<file path="config.mk">
export PLATFORM = sky130hd
export DESIGN_NAME = div_unit_flat
export DESIGN_NICKNAME = d
export VERILOG_FILES = /design/src/rtl/div_unit_if.sv /design/src/rtl/div_unit.sv /design/src/flat_wrapper.sv
export SDC_FILE = /design/constraint.sdc
export NUM_CORES = 1
export LEC_CHECK = 0
export CORE_ASPECT_RATIO = 2
export CORE_MARGIN = 4
export CORE_UTILIZATION = 59
export CTS_CLUSTER_SIZE = 30
export DETAILED_ROUTE_END_ITERATION = 8
export PLACE_DENSITY = 0.82
export SYNTH_ARGS = -nofsm -noshare
export SYNTH_HDL_FRONTEND = slang
export SYNTH_SLANG_ARGS = --single-unit
</file>
<file path="constraint.sdc">
create_clock -name clk -period 8.7 [get_ports clk]
set_input_delay 0.87 -clock clk [delete_from_list [all_inputs] [get_ports clk]]
set_output_delay 0.87 -clock clk [all_outputs]
set_load 0.02 [all_outputs]
</file>
<file path="src/rtl/div_unit_if.sv">
// Divider handshake bundle between the execute-stage ALU (master) and div_unit (slave).
// Shared width and op-code defines live here so every file sees them; each definition is guarded.
`ifndef CPU_WIDTH
`define CPU_WIDTH 32
`endif
`ifndef ALU_OP_WIDTH
`define ALU_OP_WIDTH 4
`endif
`ifndef ALU_DIV
`define ALU_DIV  4'd4
`endif
`ifndef ALU_DIVU
`define ALU_DIVU 4'd5
`endif
`ifndef ALU_REM
`define ALU_REM  4'd6
`endif
`ifndef ALU_REMU
`define ALU_REMU 4'd7
`endif

interface div_unit_if;
   logic                     div_start_i;
   logic [`ALU_OP_WIDTH-1:0] div_op_i;
   logic [`CPU_WIDTH-1:0]    dividend_i;
   logic [`CPU_WIDTH-1:0]    divisor_i;
   logic                     div_res_ready_o;
   logic [`CPU_WIDTH-1:0]    div_result_o;
   logic                     div_busy_o;

   modport master (
      output div_start_i, div_op_i, dividend_i, divisor_i,
      input  div_res_ready_o, div_result_o, div_busy_o
   );

   modport slave (
      input  div_start_i, div_op_i, dividend_i, divisor_i,
      output div_res_ready_o, div_result_o, div_busy_o
   );
endinterface

</file>
<file path="src/rtl/div_unit.sv">
// Multi-cycle radix-2 restoring divider for RV32M DIV/DIVU/REM/REMU.
// Divide-by-zero and signed overflow bypass the iteration and finish in one cycle.
`ifndef CPU_WIDTH
`define CPU_WIDTH 32
`endif
`ifndef ALU_OP_WIDTH
`define ALU_OP_WIDTH 4
`endif
`ifndef ALU_DIV
`define ALU_DIV  4'd4
`endif
`ifndef ALU_DIVU
`define ALU_DIVU 4'd5
`endif
`ifndef ALU_REM
`define ALU_REM  4'd6
`endif
`ifndef ALU_REMU
`define ALU_REMU 4'd7
`endif

module div_unit (
   input  logic       clk,
   input  logic       rst_n,
   div_unit_if.slave  bus
);

   localparam int W = `CPU_WIDTH;

   typedef enum logic [1:0] {IDLE, CALC, DONE} state_t;

   state_t                   state_q, state_d;
   logic [W-1:0]             quot_q;
   logic [W-1:0]             rem_q;
   logic [W-1:0]             divisor_q;
   logic [W-1:0]             result_q;
   logic [4:0]               cnt_q;
   logic [`ALU_OP_WIDTH-1:0] op_q;
   logic                     sign_a_q, sign_b_q;
   logic                     ready_q, busy_q;

   // Accept-time decode of the live inputs
   logic         in_signed, in_rem, div_zero, overflow, special;
   logic [W-1:0] special_result, mag_a, mag_b;

   assign in_signed = (bus.div_op_i == `ALU_DIV) || (bus.div_op_i == `ALU_REM);
   assign in_rem    = (bus.div_op_i == `ALU_REM) || (bus.div_op_i == `ALU_REMU);
   assign div_zero  = (bus.divisor_i == '0);
   assign overflow  = in_signed && (bus.dividend_i == {1'b1, {(W-1){1'b0}}})
                      && (bus.divisor_i == '1);
   assign special   = div_zero || overflow;

   assign special_result = div_zero ? (in_rem ? bus.dividend_i : '1)
                                    : (in_rem ? '0 : {1'b1, {(W-1){1'b0}}});

   // 0x80000000 negates to itself, which reads correctly as unsigned 2^31
   assign mag_a = (in_signed && bus.dividend_i[W-1]) ? (~bus.dividend_i + 1'b1) : bus.dividend_i;
   assign mag_b = (in_signed && bus.divisor_i[W-1])  ? (~bus.divisor_i + 1'b1)  : bus.divisor_i;

   // One restoring step; the kept remainder is always below the divisor so it fits in W bits
   logic [W:0]   rem_shift;
   logic         rem_ge;
   logic [W-1:0] rem_sub, rem_step, quot_step;

   assign rem_shift = {rem_q, quot_q[W-1]};
   assign rem_ge    = (rem_shift >= {1'b0, divisor_q});
   assign rem_sub   = rem_shift[W-1:0] - divisor_q;
   assign rem_step  = rem_ge ? rem_sub : rem_shift[W-1:0];
   assign quot_step = {quot_q[W-2:0], rem_ge};

   logic         op_rem_q;
   logic [W-1:0] calc_result;

   assign op_rem_q = (op_q == `ALU_REM) || (op_q == `ALU_REMU);
   // Signs are only latched for signed ops, so unsigned results pass through untouched
   assign calc_result = op_rem_q ? (sign_a_q ? (~rem_step + 1'b1) : rem_step)
                                 : ((sign_a_q ^ sign_b_q) ? (~quot_step + 1'b1) : quot_step);

   always_comb begin
      // NOTE: default assigned first so no path through the case leaves state_d unassigned (no latch).
      state_d = state_q;
      unique case (state_q)
         IDLE: if (bus.div_start_i) state_d = special ? DONE : CALC;
         CALC: begin
            if (!bus.div_start_i)    state_d = IDLE;
            else if (cnt_q == 5'd31) state_d = DONE;
         end
         DONE:    state_d = IDLE;
         default: state_d = IDLE;
      endcase
   end

   // NOTE: sequential state uses non-blocking assignments so every register samples pre-edge values.
   always_ff @(posedge clk or negedge rst_n) begin
      if (!rst_n) state_q <= IDLE;
      else        state_q <= state_d;
   end

   always_ff @(posedge clk or negedge rst_n) begin
      if (!rst_n) begin
         quot_q    <= '0;
         rem_q     <= '0;
         divisor_q <= '0;
         result_q  <= '0;
         cnt_q     <= '0;
         op_q      <= '0;
         sign_a_q  <= 1'b0;
         sign_b_q  <= 1'b0;
         ready_q   <= 1'b0;
         busy_q    <= 1'b0;
      end else begin
         // Flags follow the next state so they are registered, never combinational from inputs
         ready_q <= (state_d == DONE);
         busy_q  <= (state_d != IDLE);
         unique case (state_q)
            IDLE: if (bus.div_start_i) begin
               op_q      <= bus.div_op_i;
               sign_a_q  <= in_signed & bus.dividend_i[W-1];
               sign_b_q  <= in_signed & bus.divisor_i[W-1];
               quot_q    <= mag_a;
               divisor_q <= mag_b;
               rem_q     <= '0;
               cnt_q     <= '0;
               if (special) result_q <= special_result;
            end
            CALC: if (bus.div_start_i) begin
               rem_q  <= rem_step;
               quot_q <= quot_step;
               cnt_q  <= cnt_q + 5'd1;
               if (cnt_q == 5'd31) result_q <= calc_result;
            end
            default: ;
         endcase
      end
   end

   assign bus.div_res_ready_o = ready_q;
   assign bus.div_busy_o      = busy_q;
   assign bus.div_result_o    = result_q;

endmodule
</file>
<file path="src/flat_wrapper.sv">
// flat-port wrapper written by rule: the top's interface ports become plain ports
module div_unit_flat 
  (clk, rst_n, bus_div_start_i, bus_div_op_i, bus_dividend_i, bus_divisor_i, bus_div_res_ready_o, bus_div_result_o, bus_div_busy_o);
  div_unit_if bus_i ();
  input  logic clk;
  input  logic rst_n;
  input wire logic [$bits(bus_i.div_start_i)-1:0] bus_div_start_i;
  input wire logic [$bits(bus_i.div_op_i)-1:0] bus_div_op_i;
  input wire logic [$bits(bus_i.dividend_i)-1:0] bus_dividend_i;
  input wire logic [$bits(bus_i.divisor_i)-1:0] bus_divisor_i;
  output wire logic [$bits(bus_i.div_res_ready_o)-1:0] bus_div_res_ready_o;
  output wire logic [$bits(bus_i.div_result_o)-1:0] bus_div_result_o;
  output wire logic [$bits(bus_i.div_busy_o)-1:0] bus_div_busy_o;
  assign bus_i.div_start_i = bus_div_start_i;
  assign bus_i.div_op_i = bus_div_op_i;
  assign bus_i.dividend_i = bus_dividend_i;
  assign bus_i.divisor_i = bus_divisor_i;
  assign bus_div_res_ready_o = bus_i.div_res_ready_o;
  assign bus_div_result_o = bus_i.div_result_o;
  assign bus_div_busy_o = bus_i.div_busy_o;
  div_unit u_core (.clk(clk), .rst_n(rst_n), .bus(bus_i));
endmodule
</file>
==> summary.md <==
| Metric | Value |
|---|---|
| Outcome | `finished, final reports clean` |
| Seq cells post-synth | `142` |
| Leak pwr | `5.604 nW` |
| Vias per Instance | `6.485` |
| PortBufs | `104` |
| WS Path Type | `reg -> reg` |
| CP required | `9030 ps` |
| CTS Sinks | `142` |
| Critical Path Start Type | `register` |
| CTS tree | `built` |
| Fin crit period | `5426 ps` |
| Vias | `12,210` |
| Final core occ | `68.56%` |
| Clock Skew | `11.96 ps` |
| GPL Wtd Cong | `1.012` |
| Clock power share | `37.0%` |
| Initial Utilization | `59.84%` |
| H-tree depth | `4` |
| Slowest stage cell, crit path | `or3b_1` |
| Max-Cap Viols | `0` |
| Crit end category | `register` |
| Row count | `73` |
| Clock slew at the register clock pins of the worst setup and hold paths | `60 ps` |
| Cells along the critical path | `inv_1 > ha_1 > a21oi_1 > o21ai_0 > o21ai_0 > nand2b_1 > o21a_2 > inv_2 > mux2i_1 > ha_1 > inv_1 > a2111o_1 > or4_1 > mux2_2 > or3b_1 > nor4b_4 > nand3b_1 > a211oi_2 > o22a_1` |
| Dpl cells | `1,852` |
| Mean post-synth cell area | `7.593 um^2` |
| Core area | `19,820 um^2` |
| Longest Clk Path Bufs | `2` |
| Psw | `711.4 uW` |
| Post-detail-place hpwl | `33,000 um` |
| Slew Viols, Final | `0` |
| Die height | `208.5 um` |
| Setup bufs post-CTS | `0` |
| Min-Delay Path Class | `reg -> reg` |
| Power share of the combinational group | `26.2%` |
| Pre-antenna DRT Iters | `7` |
| Critical path fanouts, max | `10` |
| Share of power burned in registers | `36.8%` |
| Fillers | `1,719` |
| Post-route setup TNS | `0 ps` |
| Net Sw Frac | `34.55%` |
| Hold Vio Cnt, Final | `0` |
| Final worst slack | `3274 ps` |
| Vias in the first global route | `12,540` |
| Pwr/cell area | `151.5 nW/um^2` |
| Syn nets | `1,673` |
| Post-synth EDFFs | `0` |
| Cell variety after synth | `83` |
| Period utilisation layout | `62.37%` |
| Post-route insts no fill | `1,883` |
| WL final | `43,000 um` |
| Async set-reset flop share out of synthesis | `100.0%` |
| Setup-failing EPs final | `0` |
| Sequential area share after synthesis | `29.96%` |
| Post-CTS sizing | `0` |
| Cts bufs inserted | `17` |
| Die width | `108.3 um` |
| Relative slew slack | `21.96%` |
| P&R area growth vs syn | `14.57%` |
| # DRC | `0` |
| Largest net degree at the start of global routing | `103` |
| RSZ-0062 raised after global routing | `false` |
| Max Freq | `0.1843 GHz` |
| Nets | `1,720` |
| CP Data Arrival Time | `5750 ps` |
| Final ANT Viol Nets | `0` |
| Overflow after GRT | `0` |
| Root cell of the clock tree | `clkbuf_16` |
| Maximum vdd drop | `0.1611 mV` |
| Cells after Synth | `1,562` |
| Actual slew at the worst max-slew pin | `1160 ps` |
| YS warnings | `0` |
| DR WL/cell | `22.84 um` |
| DR iter-0 viols | `905` |
| Total GRT Usage | `38.59%` |
| Mapped Area | `11,860 um^2` |
| Dpl ws | `3285 ps` |
| Io pins | `105` |
| Post-cts hold buffer count | `0` |
| Tot Pwr | `2.059 mW` |
| Die area | `22,570 um^2` |
| Primary FF master, synth | `dfrtp_1` |
| Int Pwr | `1.348 mW` |
| ANT cells | `0` |
| First-pass GRT wire length | `66,470 um` |
| Delay of the slowest critical-path stage | `580 ps` |
| Clk_lat worst skew | `450 ps` |
| Layout cells sized above 1 | `4.627%` |
| Antenna violations before repair | `0` |
## worst paths after layout
kind,from,to,slack [ps],cells after the start
worst min-delay path,u_core.divisor_q[2]$_DFFE_PN0P_,u_core.divisor_q[2]$_DFFE_PN0P_,480,2
worst max-delay path,u_core.divisor_q[26]$_DFFE_PN0P_,u_core.bus.div_result_o[22]$_DFFE_PN0P_,3270,19
worst min register to register,u_core.divisor_q[2]$_DFFE_PN0P_,u_core.divisor_q[2]$_DFFE_PN0P_,480,2
worst max register to register,u_core.divisor_q[26]$_DFFE_PN0P_,u_core.bus.div_result_o[22]$_DFFE_PN0P_,3270,19
min in group asynchronous,rst_n,u_core.divisor_q[3]$_DFFE_PN0P_,510,1
max in group asynchronous,rst_n,u_core.bus.div_result_o[14]$_DFFE_PN0P_,6910,2
## through the flow
step / hold WS (ps) / area, um^2
after floorplan: 445.5 / 11860
after global placement: 462.1 / 13000
after detailed placement: 471.1 / 13000
after CTS: 486.7 / 13590
after global routing: 506.3 / 13590
final: 479.8 / 13590
## state kept, by name, indices dropped and copies added, names as in the netlist
name,cells
u_core.state_q,2
u_core.quot_q,32
u_core.bus.div_result_o,32
u_core.sign_b_q,1
u_core.op_q,3
u_core.sign_a_q,1
u_core.cnt_q,5
u_core.rem_q,32
u_core.bus.div_res_ready_o,1
u_core.bus.div_busy_o,1
u_core.divisor_q,32
## power by group through the flow
stage / logic (mW) / registers (mW) / clock network (mW)
floorplan: 0.350 / 0.747 / 0
global placement: 0.520 / 0.764 / 0
detailed placement: 0.524 / 0.767 / 0
CTS: 0.530 / 0.756 / 0.767
global route: 0.588 / 0.762 / 0.793
finish: 0.540 / 0.758 / 0.762
## worst max-delay path, delay by kind of cell, from the launching register on
family	cells	cell delay, ps
simple gates	5	1620
compound gates	7	1460
flops	1	540
buf+inv	3	340
fa+ha+maj	2	700
mux	2	640
## layout make-up
cell class | count | area, um^2 | share of cell area, %
multi-input cells | 1273 | 7749 | 57.03
flip-flops and latches | 142 | 3553 | 26.15
repair buffers | 119 | 1155 | 8.499
clock buffers | 17 | 425.4 | 3.131
well taps | 262 | 327.8 | 2.413
inverters | 56 | 210.2 | 1.547
clock inverters | 14 | 167.7 | 1.234
## cells by family after synthesis
| family | after synthesis | share of synthesized area [%] |
|---|---|---|
| DFF | 142 | 29.96 |
| AOI/OAI and AO/OA | 524 | 26.49 |
| adders and majority gates | 40 | 4.283 |
| and+or+nand+nor | 555 | 22.54 |
| buffers and inverters | 147 | 4.937 |
| xor gates and xnor gates | 121 | 8.936 |
| muxes | 33 | 2.848 |
## layout by cell type, fill, tap and decap left out, types with 23 or more instances in the layout
| cell type | instances |
|---|---|
| xnor2_1 | 56 |
| o21ai_0 | 196 |
| dfrtp_1 | 142 |
| nor2_1 | 137 |
| xor2_1 | 65 |
| nand4_1 | 25 |
| nor3_1 | 49 |
| nand3_1 | 23 |
| clkdlybuf4s50_1 | 103 |
| nand2_1 | 195 |
| a21oi_1 | 151 |
| mux2i_1 | 27 |
| inv_1 | 55 |
| ha_1 | 39 |
## metal layers
| metal | GRT usage (%) | wire length, um | share of wire [%] | vias to the layer above |
|---|---|---|---|---|
| met1 | 38.30 | 14520 | 34 | 5706 |
| met5 | 0 | 0 | 0 | - |
| li1 | - | - | - | 5734 |
| met4 | 35.48 | 4642 | 11 | 0 |
| met3 | 6.582 | 2199 | 5.1 | 221 |
| met2 | 66.21 | 21640 | 50 | 550 |
## cell usage after synthesis (4+ instances only)
master | n | area share, %
dfrtp_1 | 142 | 30
mux2i_1 | 27 | 2.3
nor2b_1 | 5 | 0.26
o22ai_1 | 5 | 0.26
nand2b_1 | 12 | 0.63
xor2_1 | 65 | 4.8
clkbuf_1 | 71 | 2.2
o21a_1 | 12 | 0.76
o21bai_1 | 4 | 0.25
o21ai_1 | 4 | 0.17
o211ai_1 | 19 | 1.2
o41ai_1 | 10 | 0.74
a2111oi_0 | 4 | 0.30
and2_1 | 13 | 0.69
a211oi_1 | 11 | 0.70
nor2_1 | 138 | 4.4
o311ai_0 | 5 | 0.37
or3_1 | 19 | 1.0
buf_2 | 14 | 0.59
and4_1 | 6 | 0.44
a21o_1 | 14 | 0.89
nor3_1 | 49 | 2.1
nand2_1 | 195 | 6.2
a21oi_1 | 152 | 6.4
a31oi_1 | 21 | 1.1
inv_1 | 55 | 1.7
xnor2_1 | 56 | 4.1
mux2_2 | 5 | 0.47
a211o_1 | 5 | 0.37
ha_1 | 39 | 4.1
and3_1 | 13 | 0.69
or4_1 | 10 | 0.63
nand3b_1 | 7 | 0.44
nand4_1 | 25 | 1.3
nor4_1 | 19 | 1.0
o31ai_1 | 19 | 1.2
o21ai_0 | 196 | 8.3
nand3_1 | 23 | 0.97
(Power assumes the default switching activity.)
